==> config.mk <==
export PLATFORM = sky130hd
export DESIGN_NAME = mem_arbiter_flat
export DESIGN_NICKNAME = d
export VERILOG_FILES = /design/src/rtl/core_pkg.sv /design/src/rtl/mem_arbiter_if.sv /design/src/rtl/mem_arbiter_rr_arb2.sv /design/src/rtl/mem_arbiter.sv /design/src/flat_wrapper.sv
export SDC_FILE = /design/constraint.sdc
export NUM_CORES = 1
export LEC_CHECK = 0
export ABC_AREA = 1
export CELL_PAD_IN_SITES_DETAIL_PLACEMENT = 1
export CELL_PAD_IN_SITES_GLOBAL_PLACEMENT = 1
export CORE_MARGIN = 2
export CORE_UTILIZATION = 27
export CTS_BUF_LIST = sky130_fd_sc_hd__clkbuf_16
export DETAILED_ROUTE_END_ITERATION = 10
export MAX_ROUTING_LAYER = met4
export PLACE_DENSITY_LB_ADDON = 0.2
export SYNTH_ARGS = -nofsm -noshare
export SYNTH_HDL_FRONTEND = slang
export SYNTH_SLANG_ARGS = --single-unit
export TNS_END_PERCENT = 1
==> constraint.sdc <==
create_clock -name clk -period 1.5 [get_ports clk]
set_input_delay 0.225 -clock clk [delete_from_list [all_inputs] [get_ports clk]]
set_output_delay 0.225 -clock clk [all_outputs]
set_load 0.1 [all_outputs]
==> src/rtl/core_pkg.sv <==
// Shared types for the core memory arbiter: FSM state encoding and requester ids.
package core_pkg;

  // Arbiter transaction phases.
  typedef enum logic [1:0] {
    IDLE = 2'd0,
    REQ  = 2'd1,
    RESP = 2'd2
  } arb_state_t;

  // Requester identity; also the value held in last_id.
  typedef logic req_id_t;

  localparam req_id_t REQ_IF = 1'b0;
  localparam req_id_t REQ_D  = 1'b1;

endpackage

==> src/rtl/mem_arbiter_if.sv <==
// Bundle of requester-side and memory-side signals of the arbiter.
// slave: the arbiter itself. master: the surrounding core and memory.
interface mem_arbiter_if #(
  parameter int ADDR_W = 32,
  parameter int DATA_W = 32
);
  localparam int BE_W = DATA_W / 8;

  // Instruction-fetch requester
  logic              i_if_req;
  logic [ADDR_W-1:0] i_if_addr;
  logic              i_if_kill;
  logic              o_if_rvalid;
  logic [DATA_W-1:0] o_if_rdata;

  // Load/store requester
  logic              i_d_req;
  logic              i_d_we;
  logic [ADDR_W-1:0] i_d_addr;
  logic [BE_W-1:0]   i_d_be;
  logic [DATA_W-1:0] i_d_wdata;
  logic              o_d_rvalid;
  logic [DATA_W-1:0] o_d_rdata;

  // External memory bus
  logic              o_mem_req;
  logic              o_mem_we;
  logic [ADDR_W-1:0] o_mem_addr;
  logic [BE_W-1:0]   o_mem_be;
  logic [DATA_W-1:0] o_mem_wdata;
  logic              i_mem_gnt;
  logic              i_mem_rvalid;
  logic [DATA_W-1:0] i_mem_rdata;

  modport slave (
    input  i_if_req, i_if_addr, i_if_kill,
    output o_if_rvalid, o_if_rdata,
    input  i_d_req, i_d_we, i_d_addr, i_d_be, i_d_wdata,
    output o_d_rvalid, o_d_rdata,
    output o_mem_req, o_mem_we, o_mem_addr, o_mem_be, o_mem_wdata,
    input  i_mem_gnt, i_mem_rvalid, i_mem_rdata
  );

  modport master (
    output i_if_req, i_if_addr, i_if_kill,
    input  o_if_rvalid, o_if_rdata,
    output i_d_req, i_d_we, i_d_addr, i_d_be, i_d_wdata,
    input  o_d_rvalid, o_d_rdata,
    input  o_mem_req, o_mem_we, o_mem_addr, o_mem_be, o_mem_wdata,
    output i_mem_gnt, i_mem_rvalid, i_mem_rdata
  );

endinterface

==> src/rtl/mem_arbiter_rr_arb2.sv <==
// Two-way round-robin pick: a lone requester wins; on contention the
// requester that was not served last wins.
import core_pkg::*;

module rr_arb2 (
  input  logic    i_req_if,
  input  logic    i_req_d,
  input  req_id_t i_last_id,
  output logic    o_valid,
  output req_id_t o_id
);

  // Combinational winner selection.
  always_comb begin
    // NOTE: every output gets a default before any branch so no path leaves
    // it unassigned, which would otherwise infer a latch.
    o_valid = i_req_if | i_req_d;
    o_id    = REQ_IF;
    if (i_req_if && i_req_d) begin
      o_id = (i_last_id == REQ_IF) ? REQ_D : REQ_IF;
    end else if (i_req_d) begin
      o_id = REQ_D;
    end
  end

endmodule

==> src/rtl/mem_arbiter.sv <==
// Serialises instruction-fetch and load/store traffic onto one memory bus,
// one transaction at a time, with fetch-kill support for taken branches.
import core_pkg::*;

module mem_arbiter #(
  parameter int ADDR_W = 32,
  parameter int DATA_W = 32
) (
  input logic           clk,
  input logic           i_reset_n,
  mem_arbiter_if.slave  bus
);

  localparam int BE_W = DATA_W / 8;

  arb_state_t        state_q,     state_d;
  req_id_t           winner_q,    winner_d;
  req_id_t           last_id_q,   last_id_d;
  logic              kill_q,      kill_d;

  logic              mem_req_q,   mem_req_d;
  logic              mem_we_q,    mem_we_d;
  logic [ADDR_W-1:0] mem_addr_q,  mem_addr_d;
  logic [BE_W-1:0]   mem_be_q,    mem_be_d;
  logic [DATA_W-1:0] mem_wdata_q, mem_wdata_d;

  logic              if_rvalid_q, if_rvalid_d;
  logic [DATA_W-1:0] if_rdata_q,  if_rdata_d;
  logic              d_rvalid_q,  d_rvalid_d;
  logic [DATA_W-1:0] d_rdata_q,   d_rdata_d;

  logic              if_req_m;
  logic              d_req_m;
  logic              pick_valid;
  req_id_t           pick_id;
  logic              kill_hit;

  // A requester still seeing its response strobe is holding req from the
  // previous transaction; it is re-sampled only on the following cycle.
  assign if_req_m = bus.i_if_req & ~if_rvalid_q;
  assign d_req_m  = bus.i_d_req  & ~d_rvalid_q;

  rr_arb2 u_rr_arb2 (
    .i_req_if  (if_req_m),
    .i_req_d   (d_req_m),
    .i_last_id (last_id_q),
    .o_valid   (pick_valid),
    .o_id      (pick_id)
  );

  // Kill only matters while a fetch owns the bus.
  assign kill_hit = bus.i_if_kill && (winner_q == REQ_IF) && (state_q != IDLE);

  // Next-state and datapath: latch command in IDLE, hold it through REQ,
  // route the response in RESP.
  always_comb begin
    state_d     = state_q;
    winner_d    = winner_q;
    last_id_d   = last_id_q;
    kill_d      = kill_q;
    mem_req_d   = mem_req_q;
    mem_we_d    = mem_we_q;
    mem_addr_d  = mem_addr_q;
    mem_be_d    = mem_be_q;
    mem_wdata_d = mem_wdata_q;
    if_rvalid_d = 1'b0;
    if_rdata_d  = if_rdata_q;
    d_rvalid_d  = 1'b0;
    d_rdata_d   = d_rdata_q;

    unique case (state_q)
      IDLE: begin
        if (pick_valid) begin
          state_d   = REQ;
          winner_d  = pick_id;
          mem_req_d = 1'b1;
          if (pick_id == REQ_IF) begin
            mem_we_d    = 1'b0;
            mem_addr_d  = bus.i_if_addr;
            mem_be_d    = '1;
            mem_wdata_d = '0;
          end else begin
            mem_we_d    = bus.i_d_we;
            mem_addr_d  = bus.i_d_addr;
            mem_be_d    = bus.i_d_be;
            mem_wdata_d = bus.i_d_wdata;
          end
        end
      end

      REQ: begin
        if (kill_hit) kill_d = 1'b1;
        if (bus.i_mem_gnt) begin
          state_d   = RESP;
          mem_req_d = 1'b0;
        end
      end

      RESP: begin
        if (kill_hit) kill_d = 1'b1;
        if (bus.i_mem_rvalid) begin
          state_d   = IDLE;
          last_id_d = winner_q;
          kill_d    = 1'b0;
          if (winner_q == REQ_IF) begin
            // A kill arriving together with the response still discards it.
            if (!(kill_q || bus.i_if_kill)) begin
              if_rvalid_d = 1'b1;
              if_rdata_d  = bus.i_mem_rdata;
            end
          end else begin
            d_rvalid_d = 1'b1;
            d_rdata_d  = mem_we_q ? '0 : bus.i_mem_rdata;
          end
        end
      end

      default: begin
        state_d   = IDLE;
        mem_req_d = 1'b0;
      end
    endcase
  end

  // State and output registers; async reset abandons any transaction.
  always_ff @(posedge clk or negedge i_reset_n) begin
    if (!i_reset_n) begin
      state_q     <= IDLE;
      winner_q    <= REQ_IF;
      last_id_q   <= REQ_IF;
      kill_q      <= 1'b0;
      mem_req_q   <= 1'b0;
      mem_we_q    <= 1'b0;
      mem_addr_q  <= '0;
      mem_be_q    <= '0;
      mem_wdata_q <= '0;
      if_rvalid_q <= 1'b0;
      if_rdata_q  <= '0;
      d_rvalid_q  <= 1'b0;
      d_rdata_q   <= '0;
    end else begin
      // NOTE: non-blocking assignments so every flop samples pre-edge values
      // regardless of statement order.
      state_q     <= state_d;
      winner_q    <= winner_d;
      last_id_q   <= last_id_d;
      kill_q      <= kill_d;
      mem_req_q   <= mem_req_d;
      mem_we_q    <= mem_we_d;
      mem_addr_q  <= mem_addr_d;
      mem_be_q    <= mem_be_d;
      mem_wdata_q <= mem_wdata_d;
      if_rvalid_q <= if_rvalid_d;
      if_rdata_q  <= if_rdata_d;
      d_rvalid_q  <= d_rvalid_d;
      d_rdata_q   <= d_rdata_d;
    end
  end

  // All bus and response outputs come straight from flops.
  assign bus.o_mem_req   = mem_req_q;
  assign bus.o_mem_we    = mem_we_q;
  assign bus.o_mem_addr  = mem_addr_q;
  assign bus.o_mem_be    = mem_be_q;
  assign bus.o_mem_wdata = mem_wdata_q;
  assign bus.o_if_rvalid = if_rvalid_q;
  assign bus.o_if_rdata  = if_rdata_q;
  assign bus.o_d_rvalid  = d_rvalid_q;
  assign bus.o_d_rdata   = d_rdata_q;

  // Protocol checks: responses only in RESP; owners keep req until served.
  a_rvalid_in_resp: assert property (@(posedge clk) disable iff (!i_reset_n)
    bus.i_mem_rvalid |-> (state_q == RESP));

  a_if_req_held: assert property (@(posedge clk) disable iff (!i_reset_n)
    ((state_q != IDLE) && (winner_q == REQ_IF) && !kill_q && !bus.i_if_kill)
      |-> bus.i_if_req);

  a_d_req_held: assert property (@(posedge clk) disable iff (!i_reset_n)
    ((state_q != IDLE) && (winner_q == REQ_D)) |-> bus.i_d_req);

endmodule

==> src/flat_wrapper.sv <==
// flat-port wrapper written by rule: the top's interface ports become plain ports
module mem_arbiter_flat 
#(
  parameter int ADDR_W = 32,
  parameter int DATA_W = 32
)
  (clk, i_reset_n, bus_i_if_req, bus_i_if_addr, bus_i_if_kill, bus_o_if_rvalid, bus_o_if_rdata, bus_i_d_req, bus_i_d_we, bus_i_d_addr, bus_i_d_be, bus_i_d_wdata, bus_o_d_rvalid, bus_o_d_rdata, bus_o_mem_req, bus_o_mem_we, bus_o_mem_addr, bus_o_mem_be, bus_o_mem_wdata, bus_i_mem_gnt, bus_i_mem_rvalid, bus_i_mem_rdata);
  mem_arbiter_if #(.ADDR_W(ADDR_W), .DATA_W(DATA_W)) bus_i ();
  input logic clk;
  input logic i_reset_n;
  input wire logic [$bits(bus_i.i_if_req)-1:0] bus_i_if_req;
  input wire logic [$bits(bus_i.i_if_addr)-1:0] bus_i_if_addr;
  input wire logic [$bits(bus_i.i_if_kill)-1:0] bus_i_if_kill;
  output wire logic [$bits(bus_i.o_if_rvalid)-1:0] bus_o_if_rvalid;
  output wire logic [$bits(bus_i.o_if_rdata)-1:0] bus_o_if_rdata;
  input wire logic [$bits(bus_i.i_d_req)-1:0] bus_i_d_req;
  input wire logic [$bits(bus_i.i_d_we)-1:0] bus_i_d_we;
  input wire logic [$bits(bus_i.i_d_addr)-1:0] bus_i_d_addr;
  input wire logic [$bits(bus_i.i_d_be)-1:0] bus_i_d_be;
  input wire logic [$bits(bus_i.i_d_wdata)-1:0] bus_i_d_wdata;
  output wire logic [$bits(bus_i.o_d_rvalid)-1:0] bus_o_d_rvalid;
  output wire logic [$bits(bus_i.o_d_rdata)-1:0] bus_o_d_rdata;
  output wire logic [$bits(bus_i.o_mem_req)-1:0] bus_o_mem_req;
  output wire logic [$bits(bus_i.o_mem_we)-1:0] bus_o_mem_we;
  output wire logic [$bits(bus_i.o_mem_addr)-1:0] bus_o_mem_addr;
  output wire logic [$bits(bus_i.o_mem_be)-1:0] bus_o_mem_be;
  output wire logic [$bits(bus_i.o_mem_wdata)-1:0] bus_o_mem_wdata;
  input wire logic [$bits(bus_i.i_mem_gnt)-1:0] bus_i_mem_gnt;
  input wire logic [$bits(bus_i.i_mem_rvalid)-1:0] bus_i_mem_rvalid;
  input wire logic [$bits(bus_i.i_mem_rdata)-1:0] bus_i_mem_rdata;
  assign bus_i.i_if_req = bus_i_if_req;
  assign bus_i.i_if_addr = bus_i_if_addr;
  assign bus_i.i_if_kill = bus_i_if_kill;
  assign bus_o_if_rvalid = bus_i.o_if_rvalid;
  assign bus_o_if_rdata = bus_i.o_if_rdata;
  assign bus_i.i_d_req = bus_i_d_req;
  assign bus_i.i_d_we = bus_i_d_we;
  assign bus_i.i_d_addr = bus_i_d_addr;
  assign bus_i.i_d_be = bus_i_d_be;
  assign bus_i.i_d_wdata = bus_i_d_wdata;
  assign bus_o_d_rvalid = bus_i.o_d_rvalid;
  assign bus_o_d_rdata = bus_i.o_d_rdata;
  assign bus_o_mem_req = bus_i.o_mem_req;
  assign bus_o_mem_we = bus_i.o_mem_we;
  assign bus_o_mem_addr = bus_i.o_mem_addr;
  assign bus_o_mem_be = bus_i.o_mem_be;
  assign bus_o_mem_wdata = bus_i.o_mem_wdata;
  assign bus_i.i_mem_gnt = bus_i_mem_gnt;
  assign bus_i.i_mem_rvalid = bus_i_mem_rvalid;
  assign bus_i.i_mem_rdata = bus_i_mem_rdata;
  mem_arbiter #(.ADDR_W(ADDR_W), .DATA_W(DATA_W)) u_core (.clk(clk), .i_reset_n(i_reset_n), .bus(bus_i));
endmodule
Word-level counts from Yosys, hierarchy flattened. Index checks and enable logic that the tools add are counted.

Register bits after elaboration: 141. Word-level logic and storage cells: 64.

Eq/ne operators: 5. Mux-type cells: 25. Bitwise operators: 8. Reduce and logical (&&, ||, !) cells: 13.

Operator list (number): $mux W32 (3); $mux W1 (15); $reduce_and A3 Y1 (3); $mux W2 (3); $pmux W2 S3 (1); $not A1 Y1 (5); $mux W4 (1); $ne A2 B2 Y1 const B (2); $reduce_and A2 Y1 (2); $reduce_and A4 Y1 (1); $reduce_bool A2 Y1 (2); $logic_and A1 B1 Y1 (3); $pmux W1 S3 (1); $and A1 B1 Y1 (2); $eq A2 B1 Y1 const B (1); $eq A2 B2 Y1 const B (1); $logic_not A2 Y1 (1); $ne A2 B1 Y1 const B (1); $pmux W1 S2 (1); $logic_or A1 B1 Y1 (1); $or A1 B1 Y1 (1).

Logic depth before layout (Yosys ltp). Gate-level depths: netlist of run 1.

Word-level depth: 6. Mapped depth: 9.

Modules after synthesis. A second synthesis of run 1 with hierarchy kept.

Cells, all modules: 665. Area total of the unflattened synthesis: 5924.4 µm².

Modules (own cells, without submodules): mem_arbiter (instances 1, cells each 662, area each 5909.4 µm², sequential area each 3528.4 µm²); rr_arb2 (instances 1, cells each 3, area each 15.0 µm², sequential area each 0.0 µm²).

Least setup slack after synthesis of run 1. No wires, ideal clock.

Path type: register to register. Start point: reg u_core.if_rvalid_q (netlist: u_core.bus.o_if_rvalid). End point: reg u_core.mem_be_q[0] (netlist: u_core.bus.o_mem_be[0]). Library setup time: 120 ps. Arrival time: 1725 ps. Data required time: 1380 ps. Slack: -345 ps. Stages on the path, launching flop included: 8. Buffers on the path: 2. Period minus slack after synthesis: 1845 ps. Path through: dfrtp_1 inv_1 nand3_2 nand2_2 buf_6 buf_4 o21ai_1 nand2_1.

Longest elaborated chain between the ends: 5.

Ends and longest elaborated chain: start: declaration (line mem_arbiter.sv:27) `logic if_rvalid_q, if_rvalid_d;`; start signal: assignment (line mem_arbiter.sv:153) `if_rvalid_q <= if_rvalid_d;`; $not A1 Y1 (*) (line mem_arbiter.sv:40) `assign if_req_m = bus.i_if_req & ~if_rvalid_q;`; $and A1 B1 Y1 (*) (line mem_arbiter.sv:40); $logic_and A1 B1 Y1 (line mem_arbiter_rr_arb2.sv:19) `if (i_req_if && i_req_d) begin`; $mux W1 (line mem_arbiter_rr_arb2.sv:19); $mux W4 (line mem_arbiter.sv:77) `if (pick_id == REQ_IF) begin`; end signal: assignment (line mem_arbiter.sv:151) `mem_be_q <= mem_be_d;`; end: declaration (line mem_arbiter.sv:24) `logic [BE_W-1:0] mem_be_q, mem_be_d;`.

Every way passes the cells marked *; elsewhere a longest branch is shown, timed or not. A chain may end at the register's enable or synchronous reset.

Worst setup path in the final report of run 1.
Start point: reg u_core.state_q[0]. End point: reg u_core.mem_wdata_q[0] (netlist: u_core.bus.o_mem_wdata[0]).

Longest elaborated chain between the ends: 2.

Ends and longest elaborated chain: start: declaration (line mem_arbiter.sv:16) `arb_state_t state_q, state_d;`; start signal: assignment (line mem_arbiter.sv:144) `state_q <= state_d;`; $logic_not A2 Y1 (line mem_arbiter.sv:71) `unique case (state_q)`; $reduce_and A2 Y1 (no source line); end signal: assignment (line mem_arbiter.sv:152) `mem_wdata_q <= mem_wdata_d;`; end: declaration (line mem_arbiter.sv:25) `logic [DATA_W-1:0] mem_wdata_q, mem_wdata_d;`.

Every way passes these cells.

==> key figures, run 1 <==
Cells and area
  • Proportion of layout cells with a drive suffix above 1: 21.9%
  • Fill cell instance count of the final layout: 2469
  • Layout area overhead: 89.2%
  • N_diodes: 0
  • Net count of the finished layout: 1205

Yosys
  • Post-synthesis register bit count: 141
  • Fraction of synthesized cell area in xor and xnor cells: 0%
  • Area share of fa/ha/maj cells after synthesis: 1.02%
  • Number of flops mapped to enable cells by yosys: 0
  • Cells taking the most area after synthesis: dfrtp_1 (58%), nand2_1 (23%), nand3_1 (8.2%), inv_1 (4.5%), buf_2 (1.3%)
  • Most repeated cell in the gate-level netlist after synthesis: nand2_1
  • Mean Syn Cell Area: approximately 8 um2
  • Async SR Flop Fraction: 100%
  • Combinational family with the most area after synthesis: simple AND/OR/NAND/NOR gates
  • Area leader, netlist: dfrtp_1
  • Simple-Gate Fraction of Synth Area: 32.7%
  • Most used flip-flop cell after synthesis: dfrtp_1
  • Area share of the leading cell type in the synthesized netlist: approximately 58%
  • Commonest cells in the netlist: nand2_1 (377), dfrtp_1 (141), nand3_1 (100)
  • Register area share after synthesis: 57.6%
  • Number of distinct standard cells referenced by the synthesized netlist: 22
  • Share of synthesized area spent on multiplexers: 0%
  • Mapped Area: between 0.006 and 0.007 mm2
  • Yosys warns: 0
  • Net count after synthesis: 903
  • Area fraction in compound gates after synthesis: less than 1%
  • Synthesized instance count: 758

Worst setup path
  • CP Data Arrival Time: 1.80 ns
  • CP max FO: 8
  • Register-to-register setup slack: ~0.063 ns
  • Family of cells with the greatest summed delay on the critical path: buffers and inverters
  • Worst R2R Path Depth: 8
  • Category of the critical setup timing path: flop to flop
  • Total buffers and inverters traversed by the critical path: 3
  • Worst setup EP type: flop
  • Critical path endpoint: u_core.bus.o_mem_wdata[0]
  • Critical path's most frequent cell: nand2_1
  • Number of cells on the critical path: 8
  • Critical-path cell with the highest stage delay: dfrtp_1
  • Critical path launch point: u_core.state_q[0]
  • Peak per-stage delay on the critical path: 0.40 ns
  • Category of the worst setup path launch point: flop
  • Critical path, cell by cell: inv_2 > buf_4 > ha_4 > nand2_8 > nor2_4 > bufbuf_16 > nand2_1 > nand2_1
  • Data required time of the worst path: 1.86 ns
  • Critical R2R Capture: u_core.bus.o_mem_wdata[0]
  • R2r startpoint: u_core.state_q[0]

STA
  • Transition time at the pin with the least slew margin: roughly 0.39 ns
  • FMAX: a little under 0.7 GHz
  • Final count of pins violating max slew: 0
  • Total setup violations reported at the end of the flow: 0
  • Worst Hold Slack: 0.279 ns
  • Final critical-path share of the clock period: approximately 96%
  • RSZ-0062 raised after global routing: true
  • Max-slew headroom at the worst pin: roughly 74%
  • Final critical delay including setup and external delays: 1.44 ns
  • Worst Clk Skew: 0.0111 ns
  • Number of failing hold endpoints at the final stage: 0

Floorplanning
  • Die extent in y: 155 um
  • Core ar.: between 0.02 and 0.025 mm2
  • Area of the die: 0.0239 mm2
  • # rows: between 50 and 60
  • Die width: 155 um
  • Number of top-level pins: 276
  • Initial Utilization: a little over a quarter

Place
  • Detailed-placement wirelength estimate: 16.1 mm
  • Weighted congestion reported at the end of routability-driven placement: roughly 0.74
  • Count of buffers inserted at the top-level ports: 275

Detailed routing
  • Routed wire length: 22.7 mm
  • Antenna Nets Post-Route: 0
  • Post-DR wirelength/cell: 16.8 um
  • Vias per std cell: 4.42
  • Number of design rule violations left after detail routing: 0
  • 1st-pass router iterations: 4
  • DRC violation total after the first TritonRoute iteration: ~240
  • Total via count in the routed design: 5996

Clock tree
  • TritonCTS clock tree: built
  • Sink count of the clock tree: 141
  • Cts bufs inserted: 17
  • Cell chosen for the clock root: clkbuf_16
  • Clock latency of the later-clocked register in the worst-skew pair: between 0.4 and 0.5 ns
  • CTS max path bufs: 2
  • Clock-pin slew on the worst setup and hold paths: 0.07 ns
  • CTS H-tree depth: 4

GRT
  • All-Layer GR Usage: 20.0%
  • Number of antenna violations at the first check in global routing: 0
  • Remaining Overflow, GRT: 0
  • Largest net degree at the start of global routing: 54
  • Via count of the first global-routing pass: 6575
  • Wire length of the first global-routing pass: 36.4 mm

Run
  • Reported max-cap violation count: 0

Status
  • Outcome: completed

Hold path
  • Worst hold path class: input port to asynchronous set/reset pin
per-stage QoR:
stage	utilization (%)	setup TNS, ns	setup WS [ns]	cells	instance area [um2]
6_report	51.6	0	0.0625	1358	11600
5_1_grt	51.6	-0.945	-0.0391	1358	11600
4_1_cts	51.5	0	0.0171	1355	11500
3_5_place_dp	48.4	-7.75	-0.110	1317	10900
3_3_place_gp	48.4	-5.09	-0.0810	1317	10900
2_1_floorplan	-	-1.32	-0.0531	758	6130
cell families (layout without fill, tap and decap cells):
family                     after synthesis  count (layout)
DFF                                    141             141
and+or+nand+nor                        488             488
AOI/OAI and AO/OA                        8               8
buffers and inverters                  116             431
adders and majority gates                5               5
worst register-to-register path, cell delays in order, from the launching register on:
cell       delay (ns)
dfrtp_1          0.40
inv_2            0.08
buf_4            0.12
ha_4             0.17
nand2_8          0.08
nor2_4           0.15
bufbuf_16        0.29
nand2_1          0.05
nand2_1          0.05
placed cells by master (no fill, tap or decap), types with 2 or more instances in the layout:
cell | synthesis | layout
buf_12 | 0 | 150
buf_4 | 7 | 26
buf_6 | 1 | 3
clkbuf_16 | 0 | 18
clkdlybuf4s50_1 | 0 | 138
clkinv_2 | 0 | 2
clkinv_4 | 0 | 2
clkinvlp_4 | 0 | 2
dfrtp_1 | 141 | 138
dfrtp_2 | 0 | 3
ha_1 | 5 | 3
inv_1 | 74 | 71
inv_2 | 4 | 6
inv_6 | 0 | 6
inv_8 | 0 | 3
nand2_1 | 377 | 376
nand2_2 | 2 | 3
nand3_1 | 100 | 100
nor2_1 | 2 | 2
nor2_4 | 2 | 2
o21ai_1 | 5 | 5
state kept, by name, summed over array words and instances (netlist names), 2 cells and up:
register                flops
u_core.state_q              2
u_core.bus.o_mem_be         4
u_core.bus.o_mem_wdata     32
u_core.bus.o_d_rdata       32
u_core.bus.o_mem_addr      32
u_core.bus.o_if_rdata      32
per-layer routing:
| metal | share of wire, % | global-route usage, % | vias up |
|---|---|---|---|
| met5 | 0 | - | - |
| met4 | 1.5 | 5.03 | 0 |
| met3 | 7.0 | 6.16 | 28 |
| met2 | 49 | 33.6 | 177 |
| met1 | 42 | 23.5 | 2886 |
| li1 | - | - | 2905 |
final cells by class:
class,count,area (um2),area share [%]
clock buffers,17,425,3.67
clock inverters,15,129,1.11
inverters,78,295,2.55
multi-input cells,501,2140,18.5
flip-flops and latches,141,3530,30.5
well taps,285,357,3.08
repair buffers,321,4710,40.6
worst min path at each step:
stage / startpoint / to / slack [ns] / cells past startpoint
3_3_place_gp: i_reset_n / u_core.bus.o_mem_addr[14] / 0.16 / 1
4_1_cts: i_reset_n / u_core.bus.o_mem_addr[31] / 0.28 / 2
6_report: i_reset_n / u_core.bus.o_mem_addr[31] / 0.28 / 2
5_1_grt: i_reset_n / u_core.bus.o_mem_addr[31] / 0.30 / 2
3_5_place_dp: i_reset_n / u_core.bus.o_mem_addr[31] / 0.17 / 1
2_1_floorplan: i_reset_n / u_core.bus.o_d_rdata[0] / -0.07 / 0
what timing repair did:
item / 4_1_cts / 5_1_grt
resized for setup: 8 / 6
gates cloned: 2 / 1
pin swaps: 2 / 2
hold buffers: 1 / 0
buffers inserted: 3 / 3
endpoints found under the setup margin: 33 / 70
hold endpoints to repair: 31 / 0
Power of run 1 is left out: the tool's default activity adds up to more than one toggle a clock period on the data nets, which glitch-free logic cannot reach.
==> inputs of run 2 (changes only) <==
--- a/config.mk
+++ b/config.mk
@@ -9,7 +9,7 @@
 export CELL_PAD_IN_SITES_DETAIL_PLACEMENT = 1
 export CELL_PAD_IN_SITES_GLOBAL_PLACEMENT = 1
 export CORE_MARGIN = 2
-export CORE_UTILIZATION = 27
+export CORE_UTILIZATION = 29
 export CTS_BUF_LIST = sky130_fd_sc_hd__clkbuf_16
 export DETAILED_ROUTE_END_ITERATION = 10
 export MAX_ROUTING_LAYER = met4
==> constraint.sdc (replaced) <==
create_clock -name clk -period 1.45 [get_ports clk]
set_input_delay 0.2175 -clock clk [delete_from_list [all_inputs] [get_ports clk]]
set_output_delay 0.2175 -clock clk [all_outputs]
set_load 0.1 [all_outputs]
==> key figures, run 2 (synthesis gave the netlist of run 1 again) <==
Hold path
  • Worst hold path class: input port to asynchronous set/reset pin (unchanged)

STA
  • Max-slew headroom at the worst pin: 60.9% (was 74.3%)
  • Worst Hold Slack: 0.334 ns (was 0.279 ns)
  • Total setup violations reported at the end of the flow: 0 (unchanged)
  • Number of failing hold endpoints at the final stage: 0 (unchanged)
  • RSZ-0062 raised after global routing: true (unchanged)
  • Final critical delay including setup and external delays: 1.44 ns (about the same)
  • FMAX: 0.695 GHz (was 0.696 GHz)
  • Final critical-path share of the clock period: 99.2% (was 95.8%)
  • Final count of pins violating max slew: 0 (unchanged)
  • Worst Clk Skew: 0.0129 ns (was 0.0111 ns)
  • Transition time at the pin with the least slew margin: 0.586 ns (was 0.386 ns)

Floorplanning
  • Area of the die: 0.0223 mm2 (was 0.0239 mm2)
  • Die extent in y: 149 um (was 155 um)
  • Core ar.: 0.0209 mm2 (was 0.0224 mm2)
  • Number of top-level pins: 276 (unchanged)
  • Die width: 149 um (was 155 um)
  • Initial Utilization: 29.3% (was 27.3%)
  • # rows: 53 (was 55)

Detailed routing
  • 1st-pass router iterations: 4 (unchanged)
  • Total via count in the routed design: 6071 (was 5996)
  • Routed wire length: 22.4 mm (was 22.7 mm)
  • Antenna Nets Post-Route: 0 (unchanged)
  • DRC violation total after the first TritonRoute iteration: 193 (was 243)
  • Post-DR wirelength/cell: 16.6 um (was 16.8 um)
  • Number of design rule violations left after detail routing: 0 (unchanged)
  • Vias per std cell: 4.51 (was 4.42)

Clock tree
  • CTS max path bufs: 2 (unchanged)
  • Cts bufs inserted: 17 (unchanged)
  • Sink count of the clock tree: 141 (unchanged)
  • Clock-pin slew on the worst setup and hold paths: 0.06 ns (was 0.07 ns)
  • Cell chosen for the clock root: clkbuf_16 (unchanged)
  • TritonCTS clock tree: built (unchanged)
  • Clock latency of the later-clocked register in the worst-skew pair: 0.42 ns (about the same)
  • CTS H-tree depth: 4 (unchanged)

Worst setup path
  • CP max FO: 6 (was 8)
  • Family of cells with the greatest summed delay on the critical path: buffers and inverters (unchanged)
  • Peak per-stage delay on the critical path: 0.41 ns (was 0.40 ns)
  • Category of the worst setup path launch point: flop (unchanged)
  • Total buffers and inverters traversed by the critical path: 4 (was 3)
  • Category of the critical setup timing path: flop to flop (unchanged)
  • Critical path's most frequent cell: nand2_4 (was nand2_1)
  • Data required time of the worst path: 1.76 ns (was 1.86 ns)
  • CP Data Arrival Time: 1.75 ns (was 1.80 ns)
  • Critical-path cell with the highest stage delay: dfrtp_1 (unchanged)
  • Worst setup EP type: flop (unchanged)
  • Critical path, cell by cell: buf_6 > ha_4 > nand2_4 > inv_4 > nand3_4 > inv_8 > clkbuf_16 > nand2_4 > nand2_2 (was inv_2 > buf_4 > ha_4 > nand2_8 > nor2_4 > bufbuf_16 > nand2_1 > nand2_1)

Place
  • Count of buffers inserted at the top-level ports: 275 (unchanged)
  • Detailed-placement wirelength estimate: 16.2 mm (was 16.1 mm)
  • Weighted congestion reported at the end of routability-driven placement: 0.766 (was 0.735)
  • Total placed cells including tap cells: 1308 (was 1317)
  • Post-detailed-placement cell area: 0.0109 mm2 (about the same)

Status
  • Outcome: completed (unchanged)

Cells and area
  • Most common cell after layout, fill and taps aside: nand2_1 (unchanged)
  • Proportion of layout cells with a drive suffix above 1: 23.5% (was 21.9%)
  • N_diodes: 0 (unchanged)
  • Net count of the finished layout: 1203 (was 1205)
  • Layout area overhead: 90.4% (was 89.2%)
  • Fill cell instance count of the final layout: 2316 (was 2469)
  • Final cell count without fillers: 1346 (was 1358)
  • Post-route design area: 0.0117 mm2 (was 0.0116 mm2)
  • Most frequent cells in the layout: nand2_1 (356), buf_12 (153), clkdlybuf4s50_1 (138), dfrtp_1 (138), nand3_1 (100) (was nand2_1 (376), buf_12 (150), clkdlybuf4s50_1 (138), dfrtp_1 (138), nand3_1 (100))

GRT
  • Number of antenna violations at the first check in global routing: 0 (unchanged)
  • Largest net degree at the start of global routing: 60 (was 54)
  • Remaining Overflow, GRT: 0 (unchanged)
  • Via count of the first global-routing pass: 6603 (was 6575)
  • Wire length of the first global-routing pass: 35.3 mm (was 36.4 mm)
  • All-Layer GR Usage: 21.2% (was 20.0%)

Run
  • Reported max-cap violation count: 0 (unchanged)
==> run 2: cell count changes in the layout (fill, tap and decap cells not counted), moves of 2 or more <==
cell,previous run,this run
nand2_2,3,20
clkinv_4,2,0
nand2_4,0,4
buf_4,26,19
nand2_1,376,356
buf_6,3,6
clkinvlp_4,2,4
buf_12,150,153
==> run 2: per-stage QoR <==
step                util, %  worst slack, ns  TNS (ns)
floorplan                 -           -0.103     -4.27
global placement       52.1           -0.169    -13.03
detailed placement     52.1           -0.212    -16.84
CTS                    54.9          0.00328         0
global route           55.8          -0.0350    -0.450
finish                 55.8           0.0115         0
==> run 2: cell type report <==
class / count / area [um2] / area share (%)
Timing Repair Buffer: 319 / 4710 / 40.4
Clock buffer: 17 / 425 / 3.65
Sequential cell: 141 / 3530 / 30.3
Clock inverter: 15 / 136 / 1.17
Multi-Input combinational cell: 501 / 2200 / 18.9
Tap cell: 275 / 344 / 2.95
Inverter: 78 / 303 / 2.60
==> run 2: what timing repair did <==
| action | CTS | global route |
|---|---|---|
| setup buffers | 0 | 2 |
| gates resized for setup | 9 | 35 |
| gates cloned | 0 | 3 |
| setup endpoints to repair | 65 | 60 |
| hold buffers | 1 | 0 |
| pin swaps | 0 | 2 |
| endpoints found under the hold margin | 141 | 0 |
==> run 2: path summary, 6_finish.rpt <==
kind / start / to / slack, ns / cells after the start
worst min register to register: u_core.last_id_q / u_core.last_id_q / 0.53 / 2
max in group asynchronous: i_reset_n / u_core.bus.o_mem_wdata[0] / 0.57 / 3
min in group clk: bus_i_d_wdata[15] / u_core.bus.o_mem_wdata[15] / 0.33 / 3
worst min-delay path: i_reset_n / u_core.bus.o_if_rdata[24] / 0.33 / 3
worst max-delay path: u_core.state_q[1] / u_core.bus.o_if_rdata[15] / 0.01 / 9
worst max register to register: u_core.state_q[1] / u_core.bus.o_if_rdata[15] / 0.01 / 9
==> run 2: layer usage <==
metal	track usage (%)	vias to the layer above	share of wire [%]
met5	-	-	0
li1	-	2898	-
met1	25.7	2969	42
met3	6.45	25	6.5
met2	34.0	179	50
met4	6.43	0	1.9
==> run 2: worst register-to-register path: stages (launching register included) <==
cell and delay, ns:
dfrtp_1 0.41, buf_6 0.14, ha_4 0.15, nand2_4 0.09, inv_4 0.05, nand3_4 0.13
inv_8 0.08, clkbuf_16 0.17, nand2_4 0.05, nand2_2 0.05
Power of run 2 is left out for the same reason.
